--- src/rtl/i2c_types_pkg.sv ---
// Shared types for the I2C slave byte engine: FSM state encoding and bus constants.
package i2c_types_pkg;

    localparam logic [6:0] I2C_GENERAL_CALL_ADDR = 7'h00;

    typedef enum logic [2:0] {
        S_IDLE,
        S_ADDR,
        S_ADDR_ACK,
        S_RX_BYTE,
        S_RX_ACK,
        S_TX_BYTE,
        S_TX_ACKCHK,
        S_IGNORE
    } i2c_slv_state_t;

endpackage

--- src/rtl/i2c_line_filter.sv ---
// Synchronizer plus agreement filter for one raw bus line; emits the filtered level and
// single-cycle rise/fall strobes aligned with the filtered level change.
module i2c_line_filter #(
    parameter int SYNC_STAGES = 2,
    parameter int FILTER_LEN  = 3
) (
    input  logic clk_i,
    input  logic rst_i,
    input  logic line_i,
    output logic line_o,
    output logic rise_o,
    output logic fall_o
);
    localparam int CW = $clog2(FILTER_LEN + 1);

    logic [SYNC_STAGES-1:0] sync_q;
    logic [SYNC_STAGES:0]   sync_d;
    logic                   smp;
    logic [CW-1:0]          cnt_q, cnt_d;
    logic                   filt_q, filt_d;
    logic                   rise_q, rise_d, fall_q, fall_d;

    assign sync_d = {sync_q, line_i};
    assign smp    = sync_q[SYNC_STAGES-1];

    // A new level is accepted once FILTER_LEN consecutive synced samples disagree with the current one.
    always_comb begin
        cnt_d  = '0;
        filt_d = filt_q;
        rise_d = 1'b0;
        fall_d = 1'b0;
        if (smp != filt_q) begin
            if (cnt_q == CW'(FILTER_LEN - 1)) begin
                filt_d = smp;
                rise_d = smp;
                fall_d = ~smp;
            end else begin
                cnt_d = cnt_q + 1'b1;
            end
        end
    end

    always_ff @(posedge clk_i) begin
        if (rst_i) begin
            sync_q <= '1;
            cnt_q  <= '0;
            filt_q <= 1'b1;
            rise_q <= 1'b0;
            fall_q <= 1'b0;
        end else begin
            sync_q <= sync_d[SYNC_STAGES-1:0];
            cnt_q  <= cnt_d;
            filt_q <= filt_d;
            rise_q <= rise_d;
            fall_q <= fall_d;
        end
    end

    assign line_o = filt_q;
    assign rise_o = rise_q;
    assign fall_o = fall_q;

endmodule

--- src/rtl/i2c_slave_byte_engine.sv ---
// I2C slave front-end: START/STOP detection, address match, write-byte receive, read-byte transmit.
// Define I2C_SLV_GENERAL_CALL_EN to ACK writes to the general-call address 7'h00.
module i2c_slave_byte_engine
    import i2c_types_pkg::*;
#(
    parameter int I2C_ADDR_WIDTH = 7,
    parameter int I2C_DATA_WIDTH = 8,
    parameter int SYNC_STAGES    = 2,
    parameter int FILTER_LEN     = 3
) (
    input  logic                      clk_i,
    input  logic                      rst_i,
    input  logic                      scl_i,
    input  logic                      sda_i,
    output logic                      sda_o,
    input  logic [I2C_ADDR_WIDTH-1:0] slave_addr_i,
    output logic [I2C_DATA_WIDTH-1:0] rx_data_o,
    output logic                      rx_valid_o,
    input  logic [I2C_DATA_WIDTH-1:0] tx_data_i,
    input  logic                      tx_valid_i,
    output logic                      tx_ready_o,
    output logic                      start_o,
    output logic                      restart_o,
    output logic                      stop_o,
    output logic                      rw_o,
    output logic                      busy_o,
    output logic                      nack_o,
    output logic                      tx_underrun_o
);
    localparam int DW    = I2C_DATA_WIDTH;
    localparam int CNT_W = $clog2(DW + 1);

    logic scl_f, scl_rise, scl_fall, sda_f, sda_rise, sda_fall;

    i2c_line_filter #(.SYNC_STAGES(SYNC_STAGES), .FILTER_LEN(FILTER_LEN)) u_scl_filt (
        .clk_i(clk_i), .rst_i(rst_i), .line_i(scl_i),
        .line_o(scl_f), .rise_o(scl_rise), .fall_o(scl_fall)
    );

    i2c_line_filter #(.SYNC_STAGES(SYNC_STAGES), .FILTER_LEN(FILTER_LEN)) u_sda_filt (
        .clk_i(clk_i), .rst_i(rst_i), .line_i(sda_i),
        .line_o(sda_f), .rise_o(sda_rise), .fall_o(sda_fall)
    );

    i2c_slv_state_t   state_q, state_d;
    logic [CNT_W-1:0] cnt_q, cnt_d;
    logic [DW-1:0]    shift_q, shift_d, rx_data_q, rx_data_d, tx_byte;
    logic             sda_q, sda_d, rw_q, rw_d;
    logic             rx_valid_q, rx_valid_d, tx_ready_q, tx_ready_d;
    logic             start_q, start_d, restart_q, restart_d, stop_q, stop_d;
    logic             nack_q, nack_d, underrun_q, underrun_d;
    logic             start_det, stop_det, own_hit, gc_hit;

    assign start_det = sda_fall & scl_f;
    assign stop_det  = sda_rise & scl_f;
    assign own_hit   = (shift_q[DW-1:1] == slave_addr_i);
`ifdef I2C_SLV_GENERAL_CALL_EN
    assign gc_hit    = (shift_q[DW-1:1] == I2C_GENERAL_CALL_ADDR) & ~shift_q[0];
`else
    assign gc_hit    = 1'b0;
`endif
    assign tx_byte   = tx_valid_i ? tx_data_i : '1;

    always_comb begin
        state_d    = state_q;
        cnt_d      = cnt_q;
        shift_d    = shift_q;
        sda_d      = sda_q;
        rx_data_d  = rx_data_q;
        rw_d       = rw_q;
        rx_valid_d = 1'b0;
        tx_ready_d = 1'b0;
        start_d    = 1'b0;
        restart_d  = 1'b0;
        stop_d     = 1'b0;
        nack_d     = 1'b0;
        underrun_d = 1'b0;
        if (start_det) begin
            state_d   = S_ADDR;
            cnt_d     = '0;
            sda_d     = 1'b1;
            start_d   = (state_q == S_IDLE);
            restart_d = (state_q != S_IDLE);
        end else if (stop_det) begin
            state_d = S_IDLE;
            sda_d   = 1'b1;
            stop_d  = 1'b1;
        end else begin
            case (state_q)
                S_ADDR, S_RX_BYTE: begin
                    if (scl_rise) begin
                        shift_d = {shift_q[DW-2:0], sda_f};
                        cnt_d   = cnt_q + 1'b1;
                    end else if (scl_fall && cnt_q == CNT_W'(DW)) begin
                        if (state_q == S_RX_BYTE) begin
                            rx_data_d  = shift_q;
                            rx_valid_d = 1'b1;
                            sda_d      = 1'b0;
                            state_d    = S_RX_ACK;
                        end else if (own_hit || gc_hit) begin
                            sda_d   = 1'b0;
                            state_d = S_ADDR_ACK;
                        end else begin
                            state_d = S_IGNORE;
                        end
                    end
                end
                S_ADDR_ACK: if (scl_fall) begin
                    rw_d  = shift_q[0];
                    cnt_d = '0;
                    if (shift_q[0]) begin
                        shift_d    = tx_byte;
                        sda_d      = tx_byte[DW-1];
                        tx_ready_d = tx_valid_i;
                        underrun_d = ~tx_valid_i;
                        state_d    = S_TX_BYTE;
                    end else begin
                        sda_d   = 1'b1;
                        state_d = S_RX_BYTE;
                    end
                end
                S_RX_ACK: if (scl_fall) begin
                    sda_d   = 1'b1;
                    cnt_d   = '0;
                    state_d = S_RX_BYTE;
                end
                S_TX_BYTE: if (scl_fall) begin
                    if (cnt_q == CNT_W'(DW - 1)) begin
                        sda_d   = 1'b1;
                        state_d = S_TX_ACKCHK;
                    end else begin
                        shift_d = {shift_q[DW-2:0], 1'b1};
                        sda_d   = shift_q[DW-2];
                        cnt_d   = cnt_q + 1'b1;
                    end
                end
                // Reaching an SCL fall here means the ACK rise already passed without a NACK.
                S_TX_ACKCHK: begin
                    if (scl_rise && sda_f) begin
                        nack_d  = 1'b1;
                        state_d = S_IGNORE;
                    end else if (scl_fall) begin
                        shift_d    = tx_byte;
                        sda_d      = tx_byte[DW-1];
                        tx_ready_d = tx_valid_i;
                        underrun_d = ~tx_valid_i;
                        cnt_d      = '0;
                        state_d    = S_TX_BYTE;
                    end
                end
                default: sda_d = 1'b1;
            endcase
        end
    end

    always_ff @(posedge clk_i) begin
        if (rst_i) begin
            state_q    <= S_IDLE;
            cnt_q      <= '0;
            shift_q    <= '0;
            sda_q      <= 1'b1;
            rx_data_q  <= '0;
            rw_q       <= 1'b0;
            rx_valid_q <= 1'b0;
            tx_ready_q <= 1'b0;
            start_q    <= 1'b0;
            restart_q  <= 1'b0;
            stop_q     <= 1'b0;
            nack_q     <= 1'b0;
            underrun_q <= 1'b0;
        end else begin
            state_q    <= state_d;
            cnt_q      <= cnt_d;
            shift_q    <= shift_d;
            sda_q      <= sda_d;
            rx_data_q  <= rx_data_d;
            rw_q       <= rw_d;
            rx_valid_q <= rx_valid_d;
            tx_ready_q <= tx_ready_d;
            start_q    <= start_d;
            restart_q  <= restart_d;
            stop_q     <= stop_d;
            nack_q     <= nack_d;
            underrun_q <= underrun_d;
        end
    end

    assign sda_o         = sda_q;
    assign rx_data_o     = rx_data_q;
    assign rx_valid_o    = rx_valid_q;
    assign tx_ready_o    = tx_ready_q;
    assign start_o       = start_q;
    assign restart_o     = restart_q;
    assign stop_o        = stop_q;
    assign rw_o          = rw_q;
    assign busy_o        = (state_q != S_IDLE);
    assign nack_o        = nack_q;
    assign tx_underrun_o = underrun_q;

endmodule

--- config.mk ---
export PLATFORM = sky130hd
export DESIGN_NAME = i2c_slave_byte_engine
export DESIGN_NICKNAME = d
export VERILOG_FILES = /design/src/rtl/i2c_types_pkg.sv /design/src/rtl/i2c_line_filter.sv /design/src/rtl/i2c_slave_byte_engine.sv
export SDC_FILE = /design/constraint.sdc
export NUM_CORES = 1
export LEC_CHECK = 0
export CAP_MARGIN = 20
export CORE_ASPECT_RATIO = 1.4
export CORE_MARGIN = 5
export CORE_UTILIZATION = 53
export DETAILED_ROUTE_END_ITERATION = 6
export PLACE_DENSITY = 0.77
export SYNTH_ARGS = -nofsm -noshare
export SYNTH_HDL_FRONTEND = slang
export SYNTH_HIERARCHICAL = 1
export SYNTH_SLANG_ARGS = --single-unit
--- constraint.sdc ---
create_clock -name clk_i -period 2.7 [get_ports clk_i]
set_input_delay 0.81 -clock clk_i [delete_from_list [all_inputs] [get_ports clk_i]]
set_output_delay 0.81 -clock clk_i [all_outputs]
set_load 0.1 [all_outputs]
Word level (Yosys, flattened, before mapping) --
Cells that the tools add are included.
Storage, ports and cells: bits in registers 46, bits in latches 0, RAM bits 0, memory bits (read-only) 0, input port bits 20, output and inout port bits 18, word-level logic and storage cells 159, memories kept 0
Cells by class: add/subtract/negate cells 3, multiply operators 0, divide/modulo/power cells 0, order comparisons 0, equality and inequality tests 33, shifts and indexed selects 0, muxes and demuxes 54, bitwise logic cells 15, reductions and logical operators 29
Operators by type and width (number):
- 8-bit two-way mux | 8
- 3-bit two-way mux | 11
- 8-bit case mux with 4 select lines | 1
- 1-bit two-way mux | 24
- 8-bit AND reduction | 3
- 4-bit two-way mux | 5
- 4-bit case mux with 4 select lines | 1
- 3-bit case mux with 5 select lines | 1
- 3-bit OR reduction | 5
- 1-bit NOT | 13
- 2-bit != test (second input constant) | 6
- 4-bit by 3-bit != test with 1-bit output (second input constant) | 3
- 4-bit != test (second input constant) | 3
- 6-bit AND reduction | 2
- 2-bit by 1-bit != test with 1-bit output (second input constant) | 5
- 10-bit AND reduction | 1
- 3-bit == test (second input constant) | 3
- 9-bit AND reduction | 1
- 4-bit nonzero test | 2
- 2-bit OR reduction | 4
- 7-bit == test | 1
- 7-bit nonzero test | 1
- 3-bit by 2-bit == test with 1-bit output (second input constant) | 2
- 6-bit OR reduction | 1
- 20 further kinds | 27

Depth between registers and ports, before layout --
Gate-level depths: netlist of the first run.
depth after elaboration 8, depth in mapped cells 8, gate-level depth less buffers 7

By module --
Netlist of the first run, hierarchy kept.
By module, submodules not included:
- i2c_slave_byte_engine | times used 1, cells each 222, area an instance 1805.5 um2
- i2c_line_filter | times used 2, cells each 18, area an instance 231.5 um2

Worst setup path before layout of the first run --
Ideal clock, no wire load.
path type reg-to-output, start point reg state_q[2], end point out busy_o, arrival 1.456 ns, data required time 1.890 ns, path slack 0.434 ns, stages on the path, launching flop included 4, path buffers 2, path through dfxtp_1 > buf_4 > clkbuf_1 > or3_1
Between the ends: word-level cells in the longest chain between the ends 1
Ends and longest elaborated chain:
- from (decl) | RTL line i2c_slave_byte_engine.sv:45 | i2c_slv_state_t state_q, state_d;
- from (signal assigned) | RTL line i2c_slave_byte_engine.sv:172 | state_q <= state_d;
- 3-bit nonzero test | RTL line i2c_slave_byte_engine.sv:196 | assign busy_o = (state_q != S_IDLE);
- to (decl) | RTL line i2c_slave_byte_engine.sv:26 | output logic busy_o,
No other way between the ends.

Final worst setup path of the first run --
Ends and elaborated chain as after synthesis.

==> out/qor.yml, run 1 <==
status: "finished clean"
synthTopCellsByCount: "dfxtp_1, a21oi_1, nor2_1"
path_cells: "or3_1, buf_12"
cts_buffers: 5
worst_pin_slew_ns: 0.742
critPathSlowestCell: "dfxtp_1"
p_leak_uw: 0.00111
cts_sinks: 46
worst_ep_required_time_ns: 1.89
ys.flop_type: "dfxtp_1"
timing.fmax_ghz: 0.424
pre_cts_slack_ns: 0.0830
final_net_count: 318
final.period_utilization_pct: 87.3
ant_nets: 0
drive_gt1_share_pct: 15.6
syn_area_um2: 2270
grt_pass1_vias: 1979
h-tree-depth: 2
viasPerCell: 5.85
path_delay_family: "flip-flops"
clkTransAtPathRegs_ns: 0.08
met3_length_um: 257
wl_met1_um: 2160
setup_viol: 0
total_power_uw: 1170
antenna_found_initial: 0
syn-num-nets: 282
yosys_warnings: 6
peakVddDrop_mv: 0.372
fp.dieW_um: 65.3
cts_tree: "done"
postCtsSetupBuffers: 0
pin_count: 38
grt_first_pass_wirelength_um: 8990
core-area_um2: 4200
firstDrtPassIters: 5
relSlewSlack_pct: 50.2
die-area_um2: 5710
crit_arrival_ns: 1.55
areaGrowthSynthToFinish_pct: 20.0
port_buffers: 37
ys_types: 49
critPathKind: "reg2out"
syn-mean-instance-area_um2: 8.79
antennaDiodeCount: 0
path_buf_inv: 1
ctsResizeCount: 0
crit_path_end_kind: "output pin"
clk_latency_ns: 0.30
hold_buffers: 0
start_kind: "flip-flop"
cp_slowest_stage_delay_ns: 0.73
yosysTopAreaCell: "dfxtp_1"
nFillCells: 377
place_congestion: 0.930
fin_ws_ns: 0.344
synth_most_common_cell: "dfxtp_1"
die_height_um: 87.4
rsz0062_at_grt: "no"
synthTopCellsByArea: "dfxtp_1, mux2i_1, a21oi_1"
synthCells: 258
maxCapViolations: 0
grt_overflow: 0
drt_iter0_markers: 95
postRouteWirelength_um: 5340
finalMaxSlewViolations: 0
vias: 1989
synth_async_sr_flop_share_pct: 0
cts_root_buf: "clkbuf_8"
ys_seq_elements: 46
netlist.area_leader.share_pct: 40.6
grt_use_total_pct: 20.1
skew_ns: 0.00602
place_hpwl_um: 3910
synth_edf_count: 0
wl_met2_um: 2810
route.detailed.drc: 0
cts_buffer_depth: 2
grt_max_degree: 34
hp-class: "reg2reg"
tns_ns: 0
initial_core_util_pct: 54.0
top_layer: "met4"
synth_seq_area_share_pct: 40.6
whs_ns: 0.415
num_rows: 28
worstPathMaxFanout: 19
finalHoldViolCount: 0
avgRoutedWirePerCell_um: 15.7
fin_crit_ns: 2.36
powerDensity_nw_per_um2: 430
-- flip-flops by register name (all words and copies together) (netlist names), 2 cells and up --
register,flops
rx_data_o,8
shift_q,8
cnt_q,4
state_q,3
u_scl_filt/cnt_q,2
u_scl_filt/sync_q,2
u_sda_filt/cnt_q,2
u_sda_filt/sync_q,2
-- kinds of logic after synthesis --
logic type / Yosys count / synth area share [%]
AO/OA/AOI/OAI: 61 / 17.1
XOR/XNOR: 10 / 3.86
adder cells (fa/ha/maj): 4 / 2.21
buffers and inverters: 21 / 4.41
flip-flops: 46 / 40.6
multiplexers: 11 / 4.85
AND/OR/NAND/NOR: 105 / 27.0
-- cell type report --
| cell class | count | area, um^2 | area share [%] |
|---|---|---|---|
| multi-input combinational | 191 | 1250 | 45.8 |
| sequential | 46 | 921 | 33.8 |
| timing repair buffer | 42 | 375 | 13.8 |
| clock buffer | 7 | 86.3 | 3.17 |
| tap | 45 | 56.3 | 2.07 |
| inverter | 8 | 30.0 | 1.10 |
| clock inverter | 1 | 5.00 | 0.184 |
-- report_power, final --
part / switching [uW] / total [uW] / internal [uW]
combinational: 26.0 / 63.1 / 37.1
sequential: 2.42 / 684 / 682
clock: 217 / 423 / 207
-- layer usage --
layer | global-route usage (%) | up-vias
li1 | - | 992
met1 | 21.9 | 934
met2 | 36.9 | 54
met3 | 4.01 | 9
met4 | 8.87 | 0
met5 | 0 | -
-- placed cells by master (no fill, tap or decap), types with 10 or more instances in the layout --
cell type,n
nand2_1,10
nor3_1,14
nor2b_1,12
a21oi_1,21
clkdlybuf4s50_1,19
o21ai_0,16
mux2i_1,11
dfxtp_1,46
nor2_1,19
buf_4,22
-- final timing paths --
| check | startpoint | to | slack [ns] | depth (start not counted) |
|---|---|---|---|---|
| worst max register to register | state_q[2] | shift_q[7] | 0.55 | 5 |
| worst min-delay path | u_sda_filt/sync_q[0] | u_sda_filt/sync_q[1] | 0.42 | 1 |
| worst max-delay path | state_q[2] | busy_o | 0.34 | 2 |
| worst min register to register | u_sda_filt/sync_q[0] | u_sda_filt/sync_q[1] | 0.42 | 1 |
-- metrics by stage --
| stage | instances | util, % | instance area, um^2 |
|---|---|---|---|
| final | 340 | 64.7 | 2720 |
| after global routing | 340 | 64.7 | 2720 |
| after CTS | 340 | 64.7 | 2720 |
| after detailed placement | 332 | 62.6 | 2630 |
| after global placement | 332 | 62.6 | 2630 |
| after floorplan | 258 | - | 2270 |
Note: power is estimated with default switching activity, not from simulation.
==> run 2: changes to the inputs <==
ABC_AREA = 1   (was not set)
CELL_PAD_IN_SITES_DETAIL_PLACEMENT = 1   (was not set)
CELL_PAD_IN_SITES_GLOBAL_PLACEMENT = 2   (was not set)
CORE_UTILIZATION = 31   (was 53)
PLACE_DENSITY = 0.8   (was 0.77)
SLEW_MARGIN = 20   (was not set)
==> run 2 against run 1 <==
Against the previous run: combinational power grew to 26 times the previous value; utilization decreased by 25 points; clock power rose by 24%; synthesized cell count grew 35%; total power rose to 2.6 times the previous value.
==> out/qor.yml, run 2 <==
synth_seq_area_share_pct: 38.7  # -1.9 points
yosys.area_share.adder_pct: 2.10  # -0.10 points
postRouteWirelength_um: 7110  # +33%
synth_compound_area_share_pct: 12.1  # -5.0 points
h-tree-depth: 2  # unchanged
syn_area_um2: 2380  # +4.9%
hp-class: "reg2reg"
worst_ep_required_time_ns: 1.89  # about the same
placedCellCount: 478  # +44%
fin_cells: 486  # +43%
ant_nets: 0  # unchanged
r2r_start: "state_q[0]"
pin_count: 38  # unchanged
total_power_uw: 3090  # +160%
synth_edf_count: 0  # unchanged
antennaDiodeCount: 0  # unchanged
cts_root_buf: "clkbuf_8"
powerDensity_nw_per_um2: 1060  # +150%
p_int_uw: 1590  # +72%
cts_buffers: 5  # unchanged
rsz0062_at_grt: "no"
grt_overflow: 0  # unchanged
num_rows: 37  # +32%
grt_max_degree: 19  # -44%
initial_core_util_pct: 32.1  # -22 points
cts_buffer_depth: 2  # unchanged
final_cell_mix: "nand2_1, nor2_1, inv_1, dfxtp_1"
pwr-share-comb_pct: 53.4  # +48 points
p_sw_uw: 1500  # +510%
place_hpwl_um: 5700  # +46%
synth_xor_area_share_pct: 0  # -3.9 points
synth_async_sr_flop_share_pct: 0  # unchanged
final_common_cell: "nand2_1"
fp.dieW_um: 84.1  # +29%
skew_ns: 0.00748  # +0.00147 ns
cts_tree: "done"
start_kind: "flip-flop"
final_net_count: 412  # +30%
synthTopCellsByCount: "nand2_1, nor2_1, dfxtp_1, inv_1"
ys.flop_type: "dfxtp_1"
drive_gt1_share_pct: 15.9  # +0.35 points
setup_viol: 0  # unchanged
cts_sinks: 46  # unchanged
synthTopCellsByArea: "dfxtp_1, nand2_1, nor2_1"
crit_arrival_ns: 1.44  # -0.11 ns
timing.fmax_ghz: 0.445  # +4.9%
critPathKind: "reg2out"
grt_pass1_vias: 2336  # +18%
tns_ns: 0  # unchanged
grt_first_pass_wirelength_um: 11500  # +28%
grt_use_total_pct: 15.0  # -5.0 points
worstPathMaxFanout: 9  # -10
finalMaxSlewViolations: 0  # unchanged
status: "finished clean"
yosys-mux-area-fraction_pct: 0  # -4.9 points
clk_latency_ns: 0.31  # about the same
port_buffers: 37  # unchanged
vias: 2311  # +16%
antenna_found_initial: 0  # unchanged
yosysTopAreaCell: "dfxtp_1"
synth_most_common_cell: "nand2_1"
crit_path_end_kind: "output pin"
ctsResizeCount: 0  # unchanged
yosys.area_share.simple_pct: 36.5  # +9.5 points
core-area_um2: 7410  # +76%
firstDrtPassIters: 4  # -1
crit_start: "state_q[2]"
ys_types: 33  # -33%
peakVddDrop_mv: 0.432  # +16%
ys_seq_elements: 46  # unchanged
endpoint: "busy_o"
yosys_warnings: 6  # unchanged
p_leak_uw: 0.00141  # +27%
netlist.area_leader.share_pct: 38.7  # -1.9 points
syn-num-nets: 372  # +32%
finalHoldViolCount: 0  # unchanged
worst_pin_slew_ns: 0.540  # -0.202 ns
clock_power_share_pct: 17.0  # -19 points
r2r_end: "shift_q[4]"
switching_share_pct: 48.4  # +27 points
ff2ff_path_depth: 10  # +5
die_height_um: 114  # +30%
clkTransAtPathRegs_ns: 0.09  # about the same
viasPerCell: 4.76  # -19%
die-area_um2: 9550  # +67%
avgRoutedWirePerCell_um: 14.6  # -6.9%
final.period_utilization_pct: 83.2  # -4.1 points
route.detailed.drc: 0  # unchanged
areaGrowthSynthToFinish_pct: 22.6
reg2reg_slack_ns: 0.82  # +0.27 ns
fin_crit_ns: 2.25  # -0.110 ns
hold_buffers: 0  # unchanged
synthCells: 348  # +35%
drt_iter0_markers: 68  # -28%
syn-mean-instance-area_um2: 6.84  # -22%
seq_power_share_pct: 29.6  # -29 points
synth_top_family_by_area: "simple AND/OR/NAND/NOR gates"
relSlewSlack_pct: 64.0  # +14 points
maxCapViolations: 0  # unchanged
place_congestion: 0.864  # -7.1%
postCtsSetupBuffers: 0  # unchanged
run 2: cell types whose count changed in the layout (fill, tap and decap cells not counted), sizes merged, moves of 7 or more:
cell / before / now
nand4: 1 / 10
nand3: 5 / 21
mux2i: 11 / 0
nand2: 10 / 83
xor2: 7 / 0
nor2: 20 / 54
or3: 10 / 0
nor2b: 12 / 0
inv: 8 / 54
o21ai: 17 / 28
run 2: layer usage:
layer | vias to the layer above | GRT usage (%) | wire, um
li1 | 1188 | - | -
met1 | 1079 | 15.3 | 2920
met2 | 35 | 30.3 | 3890
met3 | 9 | 2.82 | 213
met4 | 0 | 4.18 | 95
met5 | - | 0 | 0
run 2: power by group through the flow:
stage | clock network [uW] | registers (uW) | logic [uW]
after floorplan | 0 | 896 | 1260
after global placement | 0 | 926 | 1640
after detailed placement | 0 | 929 | 1660
after CTS | 540 | 914 | 1670
after global routing | 568 | 935 | 1860
final | 526 | 915 | 1650
run 2: kinds of logic (layout without fill, tap and decap cells):
| group | Yosys count | count (layout) |
|---|---|---|
| DFF | 46 | 46 |
| and+or+nand+nor | 185 | 185 |
| AOI/OAI and AO/OA | 53 | 53 |
| adders and majority gates | 4 | 4 |
| buffers and inverters | 60 | 101 |
run 2: critical path, cell delays in order (launching register included):
cell and delay (ns):
dfxtp_1 0.66, nor2_2 0.11, nand2_1 0.17, buf_12 0.19
run 2: per-stage QoR:
step	worst slack, ns	utilization [%]	cell area (um^2)	hold slack, ns
floorplan	0.629	-	2380	0.389
global placement	0.393	37.9	2810	0.398
detailed placement	0.341	37.9	2810	0.403
CTS	0.458	39.4	2920	0.416
global route	0.370	39.4	2920	0.427
finish	0.454	39.4	2920	0.410
run 2: area by class of cell:
cell class / count / area, um^2
multi-input combinational: 242 / 1210
tap: 97 / 121
fill: 961 / 4490
clock inverter: 2 / 37.5
inverter: 54 / 205
clock buffer: 6 / 72.6
timing repair buffer: 39 / 353
sequential: 46 / 921
run 2: worst min path at each step:
| stage | start | to | slack [ns] | cells after the start |
|---|---|---|---|---|
| 2_1_floorplan | u_scl_filt/sync_q[0] | u_scl_filt/sync_q[1] | 0.39 | 1 |
| 3_3_place_gp | u_scl_filt/sync_q[0] | u_scl_filt/sync_q[1] | 0.40 | 1 |
| 3_5_place_dp | u_scl_filt/cnt_q[0] | u_scl_filt/cnt_q[0] | 0.40 | 1 |
| 4_1_cts | u_scl_filt/cnt_q[0] | u_scl_filt/cnt_q[0] | 0.42 | 1 |
| 5_1_grt | u_scl_filt/cnt_q[0] | u_scl_filt/cnt_q[0] | 0.43 | 1 |
| 6_report | u_scl_filt/cnt_q[0] | u_scl_filt/cnt_q[0] | 0.41 | 1 |
==> run 3: changes to the inputs <==
CORE_UTILIZATION = 26   (was 31)
PLACE_DENSITY = 0.71   (was 0.8)
clock period = 1.95 ns   (was 2.7 ns; I/O delays follow)
==> run 3 against run 2 <==
Against the previous run: design area is 12% higher; register-to-register slack got worse by 0.56 ns; non-clock buffer count up 8; global-route usage shrank 1.4 points; die area increased by 17%; total power rose by 50%; sequential power increased by 33%; clock power up 85%; combinational power grew 48%; cell count rose by 3.7%; sequential share of layout area is 3.3 points lower.
==> out/qor.yml, run 3 (synthesized netlist as in run 2, its figures left out) <==
powerDensity_nw_per_um2: 1420  # +34%
timing.fmax_ghz: 0.556
wl_met1_um: 2990  # +2.5%
worst_pin_slew_ns: 0.340  # -0.200 ns
route.detailed.drc: 0  # unchanged
grt_pass1_vias: 2403  # +2.9%
grt_max_degree: 19  # unchanged
place_hpwl_um: 6050  # +6.2%
avgRoutedWirePerCell_um: 14.8  # +1.4%
viasPerCell: 4.63  # -2.7%
placedCellCount: 496  # +3.8%
cts_root_buf: "clkbuf_16"
ctsResizeCount: 0  # unchanged
initial_core_util_pct: 26.5  # -5.6 points
clkTransAtPathRegs_ns: 0.06  # -0.03 ns
num_rows: 41  # +11%
multi_input_area_um2: 1210  # +0.62%
die_height_um: 123  # +8.4%
drive_gt1_share_pct: 17.9  # +1.9 points
peakVddDrop_mv: 0.481  # +11%
antenna_found_initial: 0  # unchanged
antennaDiodeCount: 0  # unchanged
crit_arrival_ns: 1.21  # -0.23 ns
start_kind: "flip-flop"
finalHoldViolCount: 0  # unchanged
worst_ep_required_time_ns: 1.36  # -0.53 ns
fin_cells: 504  # +3.7%
firstDrtPassIters: 4  # unchanged
cts_sinks: 46  # unchanged
cts_tree: "done"
die-area_um2: 11200  # +17%
areaGrowthSynthToFinish_pct: 37.3
status: "finished clean"
crit_path_end_kind: "output pin"
whs_ns: 0.410  # +0.000415 ns
final_cell_mix: "nand2_1, nor2_1, inv_1"
vias: 2331  # +0.87%
fin_crit_ns: 1.80
ff_latch_area_um2: 922  # +0.14%
critPathKind: "reg2out"
wl_met2_um: 4050  # +4.0%
clk_latency_ns: 0.29  # -0.02 ns
fp.dieW_um: 90.9  # +8.1%
cts_buffer_depth: 2  # unchanged
final_common_cell: "nand2_1"
core-area_um2: 8980  # +21%
nFillCells: 1104  # +15%
grt_overflow: 0  # unchanged
grt_use_total_pct: 13.6  # -1.4 points
met3_length_um: 286  # +34%
p_leak_uw: 0.00153  # +8.2%
drt_iter0_markers: 83  # +22%
skew_ns: 0.00623  # -0.00125 ns
ant_nets: 0  # unchanged
maxCapViolations: 0  # unchanged
finalMaxSlewViolations: 0  # unchanged
relSlewSlack_pct: 77.3  # +13 points
pin_count: 38  # unchanged
hp-class: "reg2reg"
postRouteWirelength_um: 7480  # +5.2%
postCtsSetupBuffers: 0  # unchanged
tns_ns: 0  # unchanged
grt_first_pass_wirelength_um: 12100  # +5.0%
final.period_utilization_pct: 92.2
top_layer: "met4"
rsz0062_at_grt: "no"
cts_buffers: 5  # unchanged
port_buffers: 37  # unchanged
utilization_pct: 36.4  # -3.0 points
hold_buffers: 0  # unchanged
final_net_count: 420  # +1.9%
h-tree-depth: 2  # unchanged
setup_viol: 0  # unchanged
worstPathMaxFanout: 7  # -2
place_congestion: 0.817  # -5.4%
[run 3: changes by cell type in the layout (fill, tap and decap cells not counted), sizes merged]
| cell | change |
|---|---|
| buf | +8 |
[run 3: final timing paths]
check | cells after the start | slack (ns) | from | endpoint
max | 3 | 0.15 | state_q[1] | busy_o
min | 1 | 0.41 | u_scl_filt/cnt_q[0] | u_scl_filt/cnt_q[0]
max reg2reg | 8 | 0.26 | state_q[2] | cnt_q[3]
min reg2reg | 1 | 0.41 | u_scl_filt/cnt_q[0] | u_scl_filt/cnt_q[0]
[run 3: cell type report]
type | instances | share of cell area, %
clock buffer | 6 | 3.94
clock inverter | 2 | 1.15
inverter | 54 | 6.28
multi-input combinational | 242 | 37.2
sequential | 46 | 28.2
tap | 107 | 4.10
timing repair buffer | 47 | 19.1
[run 3: worst max-delay path, stage by stage, from the launching register on]
cell     delay, ns
dfxtp_2       0.37
nor2_2        0.18
nand2_1       0.16
buf_12        0.21
[run 3: power breakdown]
| group | total (uW) | switching, uW | internal [uW] | leakage, uW |
|---|---|---|---|---|
| Sequential | 1220 | 131 | 1090 | 0.000375 |
| Clock | 974 | 369 | 605 | 0.0000771 |
| Combinational | 2440 | 1640 | 799 | 0.00107 |
| Total | 4640 | 2140 | 2500 | 0.00153 |
[run 3: through the flow]
step | worst slack, ns | area [um^2] | power (uW)
CTS | 0.0552 | 3260 | 4710
global route | 0.0770 | 3270 | 5070
floorplan | 0.104 | 2380 | 2990
global placement | -0.0193 | 3090 | 3670
finish | 0.151 | 3270 | 4640
detailed placement | -0.0863 | 3090 | 3690
[run 3: metal layers]
metal | track usage [%] | up-vias
met5 | 0 | -
met4 | 4.77 | 0
met3 | 2.80 | 11
met2 | 26.7 | 38
met1 | 14.3 | 1081
li1 | - | 1201
